--- src/rtl/bin2aiken_seq.sv ---
// Serial binary-to-decimal converter: double-dabble shift engine followed by a
// per-digit code map producing Aiken 2421 (mode=0) or plain 8421 BCD (mode=1).
module bin2aiken_seq #(
    parameter int WIDTH  = 8,
    parameter int DIGITS = 3
) (
    input  logic                  clk,
    input  logic                  rst_n,
    input  logic                  in_valid,
    output logic                  in_ready,
    input  logic [WIDTH-1:0]      bin_in,
    input  logic                  mode,
    output logic                  out_valid,
    input  logic                  out_ready,
    output logic [4*DIGITS-1:0]   aiken_out,
    output logic                  overflow,
    output logic                  busy
);

    localparam int BW = 4 * DIGITS;
    localparam int CW = $clog2(WIDTH + 1);

    function automatic logic [63:0] pow10(input int n);
        logic [63:0] p;
        p = 64'd1;
        for (int i = 0; i < n; i++) p = p * 64'd10;
        return p;
    endfunction

    localparam logic [63:0] MAXDEC  = pow10(DIGITS) - 64'd1;
    localparam logic [63:0] MAXBIN  = (64'd1 << WIDTH) - 64'd1;
    localparam bit          CAN_OVF = (MAXBIN > MAXDEC);

    // Double-dabble correction: any digit >= 5 gets +3 before the shift.
    function automatic logic [BW-1:0] add3(input logic [BW-1:0] b);
        logic [BW-1:0] r;
        logic [3:0]    d;
        r = b;
        for (int k = 0; k < DIGITS; k++) begin
            d = b[4*k +: 4];
            if (d >= 4'd5) r[4*k +: 4] = d + 4'd3;
        end
        return r;
    endfunction

    function automatic logic [3:0] map_digit(input logic [3:0] d, input logic m);
        logic [3:0] c;
        c = d;
        if (!m) begin
            case (d)
                4'd5:    c = 4'b1011;
                4'd6:    c = 4'b1100;
                4'd7:    c = 4'b1101;
                4'd8:    c = 4'b1110;
                4'd9:    c = 4'b1111;
                default: c = d;
            endcase
        end
        return c;
    endfunction

    function automatic logic [BW-1:0] map_all(input logic [BW-1:0] b, input logic m);
        logic [BW-1:0] r;
        r = '0;
        for (int k = 0; k < DIGITS; k++) r[4*k +: 4] = map_digit(b[4*k +: 4], m);
        return r;
    endfunction

    typedef enum logic [1:0] {IDLE, SHIFT, MAP, DONE} state_t;

    state_t                state, state_nxt;
    logic [WIDTH-1:0]      bin_sr;
    logic [BW-1:0]         bcd;
    logic [BW-1:0]         bcd_adj;
    logic [BW+WIDTH-1:0]   sr_nxt;
    logic [CW-1:0]         cnt;
    logic                  mode_r;
    logic                  ovf_r;
    logic                  ovf_in;

    assign ovf_in  = CAN_OVF && ({{(64-WIDTH){1'b0}}, bin_in} > MAXDEC);
    assign bcd_adj = add3(bcd);
    assign sr_nxt  = {bcd_adj, bin_sr} << 1;

    assign in_ready  = (state == IDLE);
    assign busy      = (state == SHIFT) || (state == MAP);
    assign out_valid = (state == DONE);

    always_ff @(posedge clk or negedge rst_n) begin
        if (!rst_n) state <= IDLE;
        else        state <= state_nxt;
    end

    always_comb begin
        state_nxt = state;
        case (state)
            IDLE:    if (in_valid) state_nxt = SHIFT;
            SHIFT:   if (cnt == CW'(1)) state_nxt = MAP;
            MAP:     state_nxt = DONE;
            DONE:    if (out_ready) state_nxt = IDLE;
            default: state_nxt = IDLE;
        endcase
    end

    always_ff @(posedge clk or negedge rst_n) begin
        if (!rst_n) begin
            bin_sr    <= '0;
            bcd       <= '0;
            cnt       <= '0;
            mode_r    <= 1'b0;
            ovf_r     <= 1'b0;
            aiken_out <= '0;
            overflow  <= 1'b0;
        end else begin
            case (state)
                IDLE: begin
                    if (in_valid) begin
                        bin_sr <= bin_in;
                        mode_r <= mode;
                        ovf_r  <= ovf_in;
                        bcd    <= '0;
                        cnt    <= CW'(WIDTH);
                    end
                end
                SHIFT: begin
                    bcd    <= sr_nxt[BW+WIDTH-1:WIDTH];
                    bin_sr <= sr_nxt[WIDTH-1:0];
                    cnt    <= cnt - CW'(1);
                end
                MAP: begin
                    // Out-of-range words report zero digits; carries lost from the top digit are hidden here.
                    aiken_out <= ovf_r ? '0 : map_all(bcd, mode_r);
                    overflow  <= ovf_r;
                end
                default: ;
            endcase
        end
    end

endmodule

--- config.mk ---
export PLATFORM = sky130hd
export DESIGN_NAME = bin2aiken_seq
export DESIGN_NICKNAME = d
export VERILOG_FILES = /design/src/rtl/bin2aiken_seq.sv
export SDC_FILE = /design/constraint.sdc
export NUM_CORES = 1
export LEC_CHECK = 0
export ABC_AREA = 1
export ABC_CLOCK_PERIOD_IN_PS = 2000
export CAP_MARGIN = 10
export CELL_PAD_IN_SITES_DETAIL_PLACEMENT = 1
export CELL_PAD_IN_SITES_GLOBAL_PLACEMENT = 1
export CORE_ASPECT_RATIO = 0.75
export CORE_UTILIZATION = 41
export DETAILED_ROUTE_END_ITERATION = 7
export PLACE_DENSITY_LB_ADDON = 0.1
export RECOVER_POWER = 50
export SETUP_SLACK_MARGIN = 0.5
export SYNTH_ARGS = -nofsm -noshare
export SYNTH_HDL_FRONTEND = slang
export SYNTH_SLANG_ARGS = --single-unit
--- constraint.sdc ---
create_clock -name clk -period 2 [get_ports clk]
set_input_delay 0.4 -clock clk [delete_from_list [all_inputs] [get_ports clk]]
set_output_delay 0.4 -clock clk [all_outputs]
set_load 0.05 [all_outputs]
==> results.yml <==
clocking:
  clock_path_buffers: 2
  clkLatencyLatePin_ns: 0.30
  numCtsBuffers: 5
  tritoncts: "done"
  cts_sinks: 39
  clkTransAtPathRegs_ns: 0.09
  cts_root_buffer: "clkbuf_8"
  h-tree-depth: 2
detailed_routing:
  antenna_left: 0
  drt-total-wl_mm: 7.52
  dr.pass1.iters: 4
  num_vias: 2111
  wire_per_inst_um: 19.6
  drt_iter0_drc: 89
  drc: 0
  drt-vias-per-instance: 5.51
global_route:
  grt_max_degree: 40
  met2_usage_pct: 39.3
  track_usage_pct: 24.5
  grt_pass1_vias: 2051
  grt_first_pass_wirelength_mm: 10.2
  grtUsageMet3_pct: 4.33
  grt.met1_usage_pct: 32.7
  antenna_found_initial: 0
  grt-busiest-layer: "met2"
  grt_overflow_total: 0
floorplanning:
  dieWidth_um: 85.6
  pin_count: 29
  core_area_um2: 4950
  num_rows: 22
  initial_core_util_pct: 43.4
  die_area_um2: 5540
  die_h_um: 64.7
finish:
  final_common_cell: "nand2_1"
  diodes: 0
  final_cells: 383
  nets: 356
  syn_to_final_growth_pct: 45.4
  drive_gt1_share_pct: 34.1
  final_cell_mix: "nand2_1 (41), dfrtp_1 (35), nor2_1 (21), buf_4 (21), inv_1 (20)"
  fill_cells: 569
critical_path:
  reg2reg_depth: 6
  endpoint_kind: "register"
  reg2reg_setup_slack_ns: 0.30
  reg2reg_to: "aiken_out[5]"
  crit_type: "register to register"
  r2r_start: "state[1]"
  arrival_ns: 1.88
  cp_data_required_time_ns: 2.17
  path_max_fanout: 8
  cp-start-kind: "register"
synth:
  synth_area_leaders: "dfrtp_1 (45%), ha_1 (12%), o21ai_0 (7.9%)"
  synth_cells: 257
  yosysWarnings: 0
  syn_avg_cell_area_um2: 8.37
  synth_nets: 291
  synth_seq_cells: 39
  synth_top_area_cell: "dfrtp_1"
  synth.distinct_cells: 25
  yosysTopAreaCellShare_pct: 45.4
  seq_area_frac_synth_pct: 45.4
  synthesis.area_um2: 2150
timing:
  finalSetupViolCount: 0
  final_hold_viol_count: 0
  tns_ns: 0
  finClkSkew_ns: 0.00954
  worst_pin_slew_ns: 1.00
  drv_slew: 0
  grt_setup_unrepaired: "yes"
  period_needed_ns: 1.70
  fmax_ghz: 0.587
  post-route-period-util_pct: 85.1
  slew_headroom_pct: 33.3
placement:
  dpl.cell_count: 345
  place_hpwl_mm: 3.98
  gp_congestion: 0.797
  io_buffers: 27
pwr:
  totalPowerFinal_mw: 5.78
  power_leakage_nw: 1.38
  power_density_nw_per_um2: 1850
  ir_drop_v: 0.00135
hold_path:
  holdCritPathClass: "input pin to asynchronous set/reset pin"
outcome:
  status: "completed"
run:
  drv_cap: 0
## worst max path at each step
stage,slack (ns),from,end
after floorplan,0.53,state[1],bin_sr[1]
after global placement,0.32,in_valid,bin_sr[0]
after detailed placement,0.23,state[1],cnt[3]
after CTS,0.38,state[1],busy
after global routing,0.23,state[1],aiken_out[5]
final,0.30,state[1],aiken_out[5]
## synthesized netlist by cell type
| cell type | instances |
|---|---|
| a21oi_1 | 18 |
| a22o_1 | 1 |
| a22oi_1 | 6 |
| a31oi_1 | 5 |
| a41oi_1 | 1 |
| and2_1 | 1 |
| buf_2 | 2 |
| buf_4 | 1 |
| clkbuf_4 | 1 |
| clkinv_1 | 1 |
| conb_1 | 1 |
| dfrtp_1 | 39 |
| ha_1 | 21 |
| inv_1 | 30 |
| inv_2 | 1 |
| nand2_1 | 43 |
| nand3_1 | 10 |
| nand4_1 | 1 |
| nor2_1 | 27 |
| nor3_1 | 4 |
| o211ai_1 | 4 |
| o21ai_0 | 34 |
| o21ai_2 | 1 |
| o22ai_1 | 2 |
| or2_2 | 2 |
## kinds of logic after synthesis
kind of cell,Yosys count,synth area share [%]
simple gates,88,16.6
flops,39,45.4
fa+ha+maj,21,12.2
buf+inv,36,6.75
compound gates,72,18.8
other cells,1,0.174
## power by group
part | switching, mW | leakage (nW) | internal (mW) | total (mW)
clock | 0.308 | 0.0402 | 0.243 | 0.551
sequential | 0.305 | 0.487 | 1.14 | 1.45
combinational | 2.27 | 0.854 | 1.51 | 3.78
## what timing repair did
| action | CTS | global route |
|---|---|---|
| cloned | 1 | 0 |
| pin swaps | 8 | 11 |
| resized for setup | 64 | 64 |
| setup buffers | 16 | 13 |
| setup endpoints to repair | 45 | 37 |
| hold buffers | 0 | 0 |
## layout make-up
cell class	instances	area (µm²)	share of cell area [%]
Clock buffer	5	68.8	2.20
Clock inverter	3	20.0	0.640
Inverter	32	130	4.16
Multi-Input combinational cell	182	1250	40.0
Sequential cell	39	981	31.4
Tap cell	60	75.1	2.40
Timing Repair Buffer	61	594	19.0
Timing Repair inverter	1	7.51	0.240
## worst max-delay path: stages, from the launching register on
cell and delay (ns):
dfrtp_1 0.44, clkbuf_4 0.17, buf_4 0.12, ha_4 0.19, clkinvlp_2 0.30, a21oi_1 0.26
a31oi_1 0.11
## state kept, by name, indices dropped and copies added (netlist names)
register	flops
aiken_out	12
bin_sr	8
cnt	4
mode_r	1
bcd	12
state	2
## per-layer routing
metal | wire [µm] | share of wire [%] | up-vias
li1 | - | - | 982
met3 | 222 | 3.0 | 29
met4 | 333 | 4.4 | 0
met1 | 3300 | 44 | 1047
met2 | 3660 | 49 | 53
met5 | 0 | 0 | -
## metrics by stage
step | setup slack, ns | hold slack (ns) | util [%] | cell area (µm²)
floorplan | 0.531 | 0.104 | - | 2180
global placement | 0.318 | 0.469 | 51.4 | 2550
detailed placement | 0.228 | 0.481 | 51.4 | 2550
CTS | 0.383 | 0.160 | 57.3 | 2840
global route | 0.230 | 0.419 | 63.1 | 3130
finish | 0.297 | 0.336 | 63.1 | 3130
No activity file was read; power rests on OpenSTA's default activity.
